`config.mk`:
```
export PLATFORM = sky130hd
export DESIGN_NAME = control_unit
export DESIGN_NICKNAME = d
export VERILOG_FILES = /design/src/rtl/control_unit.sv
export SDC_FILE = /design/constraint.sdc
export NUM_CORES = 1
export LEC_CHECK = 0
export BUFFER_PORTS_ARGS = -buffer_cell sky130_fd_sc_hd__buf_2
export CAP_MARGIN = 20
export CORE_AREA = 10 10 70 72
export DETAILED_ROUTE_END_ITERATION = 8
export DIE_AREA = 0 0 80 82
export GPL_TIMING_DRIVEN = 0
export PLACE_DENSITY_LB_ADDON = 0.25
export SLEW_MARGIN = 20
export SYNTH_ARGS = -nofsm -noshare
export SYNTH_HDL_FRONTEND = slang
export SYNTH_SLANG_ARGS = --single-unit
```
`constraint.sdc`:
```
create_clock -name clk -period 1.6 [get_ports clk]
set_clock_uncertainty 0.1 [all_clocks]
set_input_delay 0.32 -clock clk [delete_from_list [all_inputs] [get_ports clk]]
set_output_delay 0.32 -clock clk [all_outputs]
set_load 0.02 [all_outputs]
```
`src/rtl/control_unit.sv`:
```
// rtl/control_unit.sv - instruction fetch/decode sequencer driving a register-file DataPath
//
// Purpose: fetches 16-bit instructions over a req/ack instruction-memory port,
// decodes {opcode[15:12], operands[11:0]} and drives ALU/write controls.
//
// Ports:
//   clk, rst_n          clock, asynchronous active-low reset
//   start               begin execution at address 0 (honoured in IDLE/HALT only)
//   imem_req/imem_addr  fetch request and address (address is the PC)
//   imem_ack/imem_rdata fetch completion and instruction word
//   operands            IR[11:0] to DataPath
//   alu_cmd             ALU operation to DataPath
//   ctrl_sig            {reg_wr_en, dst_in_sel} to DataPath
//   busy/halted/illegal status: running, stopped, sticky illegal opcode

package alu;
  typedef enum logic [1:0] {
    ADD = 2'd0,
    SUB = 2'd1,
    AND = 2'd2,
    OR  = 2'd3
  } AluCmd;
endpackage

package ctrl;
  typedef struct packed {
    logic reg_wr_en;
    logic dst_in_sel;
  } CtrlSig;
endpackage

module control_unit #(
  parameter int PC_W = 8
) (
  input  logic            clk,
  input  logic            rst_n,
  input  logic            start,
  output logic            imem_req,
  output logic [PC_W-1:0] imem_addr,
  input  logic            imem_ack,
  input  logic [15:0]     imem_rdata,
  output logic [11:0]     operands,
  output alu::AluCmd      alu_cmd,
  output ctrl::CtrlSig    ctrl_sig,
  output logic            busy,
  output logic            halted,
  output logic            illegal
);

  typedef enum logic [1:0] {
    S_IDLE  = 2'd0,
    S_FETCH = 2'd1,
    S_EXEC  = 2'd2,
    S_HALT  = 2'd3
  } state_t;

  state_t          r_state;
  state_t          w_state_next;
  logic [PC_W-1:0] r_pc;
  logic [PC_W-1:0] w_pc_next;
  logic [15:0]     r_ir;
  logic            r_illegal;
  logic            w_ir_load;
  logic            w_illegal_set;
  logic            w_illegal_clr;
  logic [3:0]      w_opcode;

  assign w_opcode  = r_ir[15:12];
  assign imem_addr = r_pc;
  assign operands  = r_ir[11:0];
  assign illegal   = r_illegal;

  always_comb begin
    w_state_next  = r_state;
    w_pc_next     = r_pc;
    w_ir_load     = 1'b0;
    w_illegal_set = 1'b0;
    w_illegal_clr = 1'b0;
    imem_req      = 1'b0;
    alu_cmd       = alu::ADD;
    ctrl_sig      = '0;
    busy          = 1'b0;
    halted        = 1'b0;

    case (r_state)
      S_IDLE, S_HALT: begin
        halted = (r_state == S_HALT);
        if (start) begin
          w_pc_next     = '0;
          w_illegal_clr = 1'b1;
          w_state_next  = S_FETCH;
        end
      end

      S_FETCH: begin
        busy     = 1'b1;
        imem_req = 1'b1;
        if (imem_ack) begin
          w_ir_load    = 1'b1;
          w_state_next = S_EXEC;
        end
      end

      S_EXEC: begin
        busy = 1'b1;
        case (w_opcode)
          4'h0: begin
            w_pc_next    = r_pc + PC_W'(1);
            w_state_next = S_FETCH;
          end
          4'h1: begin
            ctrl_sig.reg_wr_en  = 1'b1;
            ctrl_sig.dst_in_sel = 1'b1;
            w_pc_next           = r_pc + PC_W'(1);
            w_state_next        = S_FETCH;
          end
          4'h2, 4'h3, 4'h4, 4'h5: begin
            ctrl_sig.reg_wr_en = 1'b1;
            case (w_opcode)
              4'h3:    alu_cmd = alu::SUB;
              4'h4:    alu_cmd = alu::AND;
              4'h5:    alu_cmd = alu::OR;
              default: alu_cmd = alu::ADD;
            endcase
            w_pc_next    = r_pc + PC_W'(1);
            w_state_next = S_FETCH;
          end
          4'hF: begin
            w_state_next = S_HALT;
          end
          default: begin
            // Unknown opcode: no write, PC frozen at the offending address.
            w_illegal_set = 1'b1;
            w_state_next  = S_HALT;
          end
        endcase
      end

      default: w_state_next = S_IDLE;
    endcase
  end

  always_ff @(posedge clk or negedge rst_n) begin
    if (!rst_n) begin
      r_state   <= S_IDLE;
      r_pc      <= '0;
      r_ir      <= '0;
      r_illegal <= 1'b0;
    end else begin
      r_state <= w_state_next;
      r_pc    <= w_pc_next;
      if (w_ir_load) begin
        r_ir <= imem_rdata;
      end
      if (w_illegal_set) begin
        r_illegal <= 1'b1;
      end else if (w_illegal_clr) begin
        r_illegal <= 1'b0;
      end
    end
  end

endmodule

```
==> impl_metrics.toml <==
[status]
status = "finished with violations"
violations = "setup timing"

[power_and_ir_drop]
p_total_w = 0.00405
ir_drop_mv = 1.46
p_leak_nw = 1.07
power_density_nw_per_um2 = 1800

[detailed_routing]
wl_met3_um = 293
dr.max_layer_used = "met4"
drt_iter0_markers = 99
vias = 1374
drc = 0
wl_met2_um = 2370
drt-total-wl_um = 4250
m1WireLength_um = 1540
drtAntennaViolNets = 0
routedWlPerCell_um = 16.5
avgViaCountPerCell = 5.33
first_pass_iters = 4

[yosys]
synth_seq_cells = 27
syn_area_um2 = 1570
netlist_instances = 145
synth.most_common_cell = "dfrtp_1"
synth_area_leader_cell = "dfrtp_1"
ys_types = 38
yosysWarnings = 0
syn-num-nets = 170
synth_async_sr_flop_share_pct = 100
yosysSeqAreaShare_pct = 43.0
synth_edf_count = 0
synth_flop_cell = "dfrtp_1"
syn_area_per_cell_um2 = 10.8
synth_commonest_cells = "dfrtp_1 (27), mux2_2 (16), buf_4 (12), nand3_1 (10), nor2_1 (8)"
synth_area_leaders = "dfrtp_1 (43%), mux2_2 (11%), buf_4 (5.7%)"
netlist.area_leader.share_pct = 43.0

[timing]
slew_headroom_pct = 57.9
layout_min_cycle_time_ns = 2.05
worstMarginPinSlew_ns = 0.631
drv_slew = 0
fmax_mhz = 487
tns_ns = -3.64
finalWorstSetupSlack_ns = -0.453
period_share_pct = 128
setup_violations = 26
rsz0062_at_grt = "yes"
timing_hold_violations_final = 0

[clock_network]
cts_root_buf = "clkbuf_4"
cts_made_buffers = 3
clkTransAtPathRegs_ns = 0.15
cts.htree.levels = 1
clock_latency_ns = 0.32
cts_tree = "yes"
cts.sinks = 27
cts_buffer_depth = 2

[min_path]
hp-class = "in2reg"

[global_routing]
grt_start_max_net_pins = 28
track_usage_pct = 12.4
grt_pass1_wl_um = 6650
antenna_found_initial = 0
grt-ovfl-total = 0
first_global_vias = 1379

[critical_path]
arrival_ns = 1.63
end_kind = "output port"
crit_type = "reg2out"
crit_chain = "inv_2 -> ha_4 -> clkinvlp_4 -> nor4b_4 -> buf_4"
critPathMaxStageDelay_ns = 0.41
crit_buf_inv = 3
critPathLaunchType = "flop"
cp_slowest_cell = "dfrtp_1"
cp_max_fo = 5
worstPathRequired_ns = 1.18
crit_family = "buffers and inverters"

[die]
die_w_um = 80
die_h_um = 82
num_io_pins = 48
num_rows = 22
core_um2 = 3580
dieArea_um2 = 6560
start_util_pct = 44.0

[placed_design]
dp_slack_ns = -0.325
dp_hpwl_um = 2870
place_congestion = 0.794
placement.io_buffers = 46
place_inst = 239

[final_layout]
fin_util_pct = 63.0
stdcell_count = 258
area_growth_pct = 43.4
nets = 236
num-fill-cells = 289
n_antenna_cell = 0
drive_above_1_share_pct = 60.0

[flow_run]
maxCapViolCount = 0
cell usage in the layout (no fill, tap or decap), types with 2 or more instances in the layout:
cell / n
dfrtp_1: 26
o311ai_0: 2
mux2i_1: 4
nor3_1: 2
ha_4: 3
o31a_1: 2
o21ai_0: 3
buf_4: 25
a21oi_1: 2
o211ai_1: 2
nand4_1: 4
mux2_2: 16
clkbuf_4: 4
buf_2: 39
ha_1: 2
nand2_1: 5
nand3_1: 10
buf_6: 12
or2_2: 3
nor2_1: 7
buf_8: 2
nor3_4: 2
worst reg2reg max path, delay by kind of cell, from the launching register on:
kind / cells / cell delay, ns
buffers and inverters: 5 / 0.55
DFF: 1 / 0.42
muxes: 1 / 0.32
adders and majority gates: 1 / 0.16
and+or+nand+nor: 1 / 0.08
metrics by stage:
stage / cell area, um2 / hold slack (ns)
after floorplan: 1640 / -0.0756
after global placement: 1930 / 0.264
after detailed placement: 1930 / 0.273
after CTS: 2140 / 0.103
after global routing: 2250 / 0.0908
final: 2250 / 0.111
per-layer routing:
layer,up-vias,GRT usage (%)
met2,46,22.8
met4,0,3.70
met1,675,13.6
met5,-,0
met3,6,3.49
li1,647,-
where the power goes:
part | switching (W) | internal (W)
logic | 0.00132 | 0.00131
clock network | 0.000206 | 0.0000937
registers | 0.000187 | 0.000928
timing repair:
| action | CTS | global route |
|---|---|---|
| pin swaps | 4 | 5 |
| hold endpoints to repair | 27 | 0 |
| hold buffers | 1 | 0 |
| resized for setup | 26 | 19 |
| endpoints found under the setup margin | 25 | 33 |
| cloned | 0 | 1 |
| buffers inserted | 11 | 4 |
cell type report:
cell class                 instances  area [um2]  area share (%)
sequential                        27         677            30.0
timing repair buffer              62         418            18.5
tap                               48        60.1            2.66
clock inverter                     1        5.00           0.222
multi-input combinational         93         870            38.6
clock buffer                       3        22.5           0.999
inverter                           5        30.0            1.33
buffer                            19         173            7.66
worst paths after layout:
kind,from,to,slack (ns),cells after the start
worst max-delay path,r_state[0],alu_cmd[1],-0.45,5
worst min-delay path,imem_rdata[0],r_ir[0],0.11,2
worst max register to register,r_state[1],r_ir[2],-0.12,8
worst min register to register,r_ir[10],r_ir[10],0.42,1
max in group asynchronous,rst_n,r_ir[15],0.54,2
min in group asynchronous,rst_n,r_ir[11],0.43,2
sequential cells by signal, indices dropped and copies added (netlist names):
name,cells
r_ir,16
r_state,2
imem_addr,8
illegal,1
cell families after synthesis:
logic type / after synthesis / synth area share, %
fa+ha+maj: 5 / 3.98
buf+inv: 25 / 11.1
compound gates: 24 / 11.5
xor+xnor: 1 / 0.557
flops: 27 / 43.0
mux: 20 / 14.0
simple gates: 43 / 16.0
No activity file was read; power rests on OpenSTA's default activity.
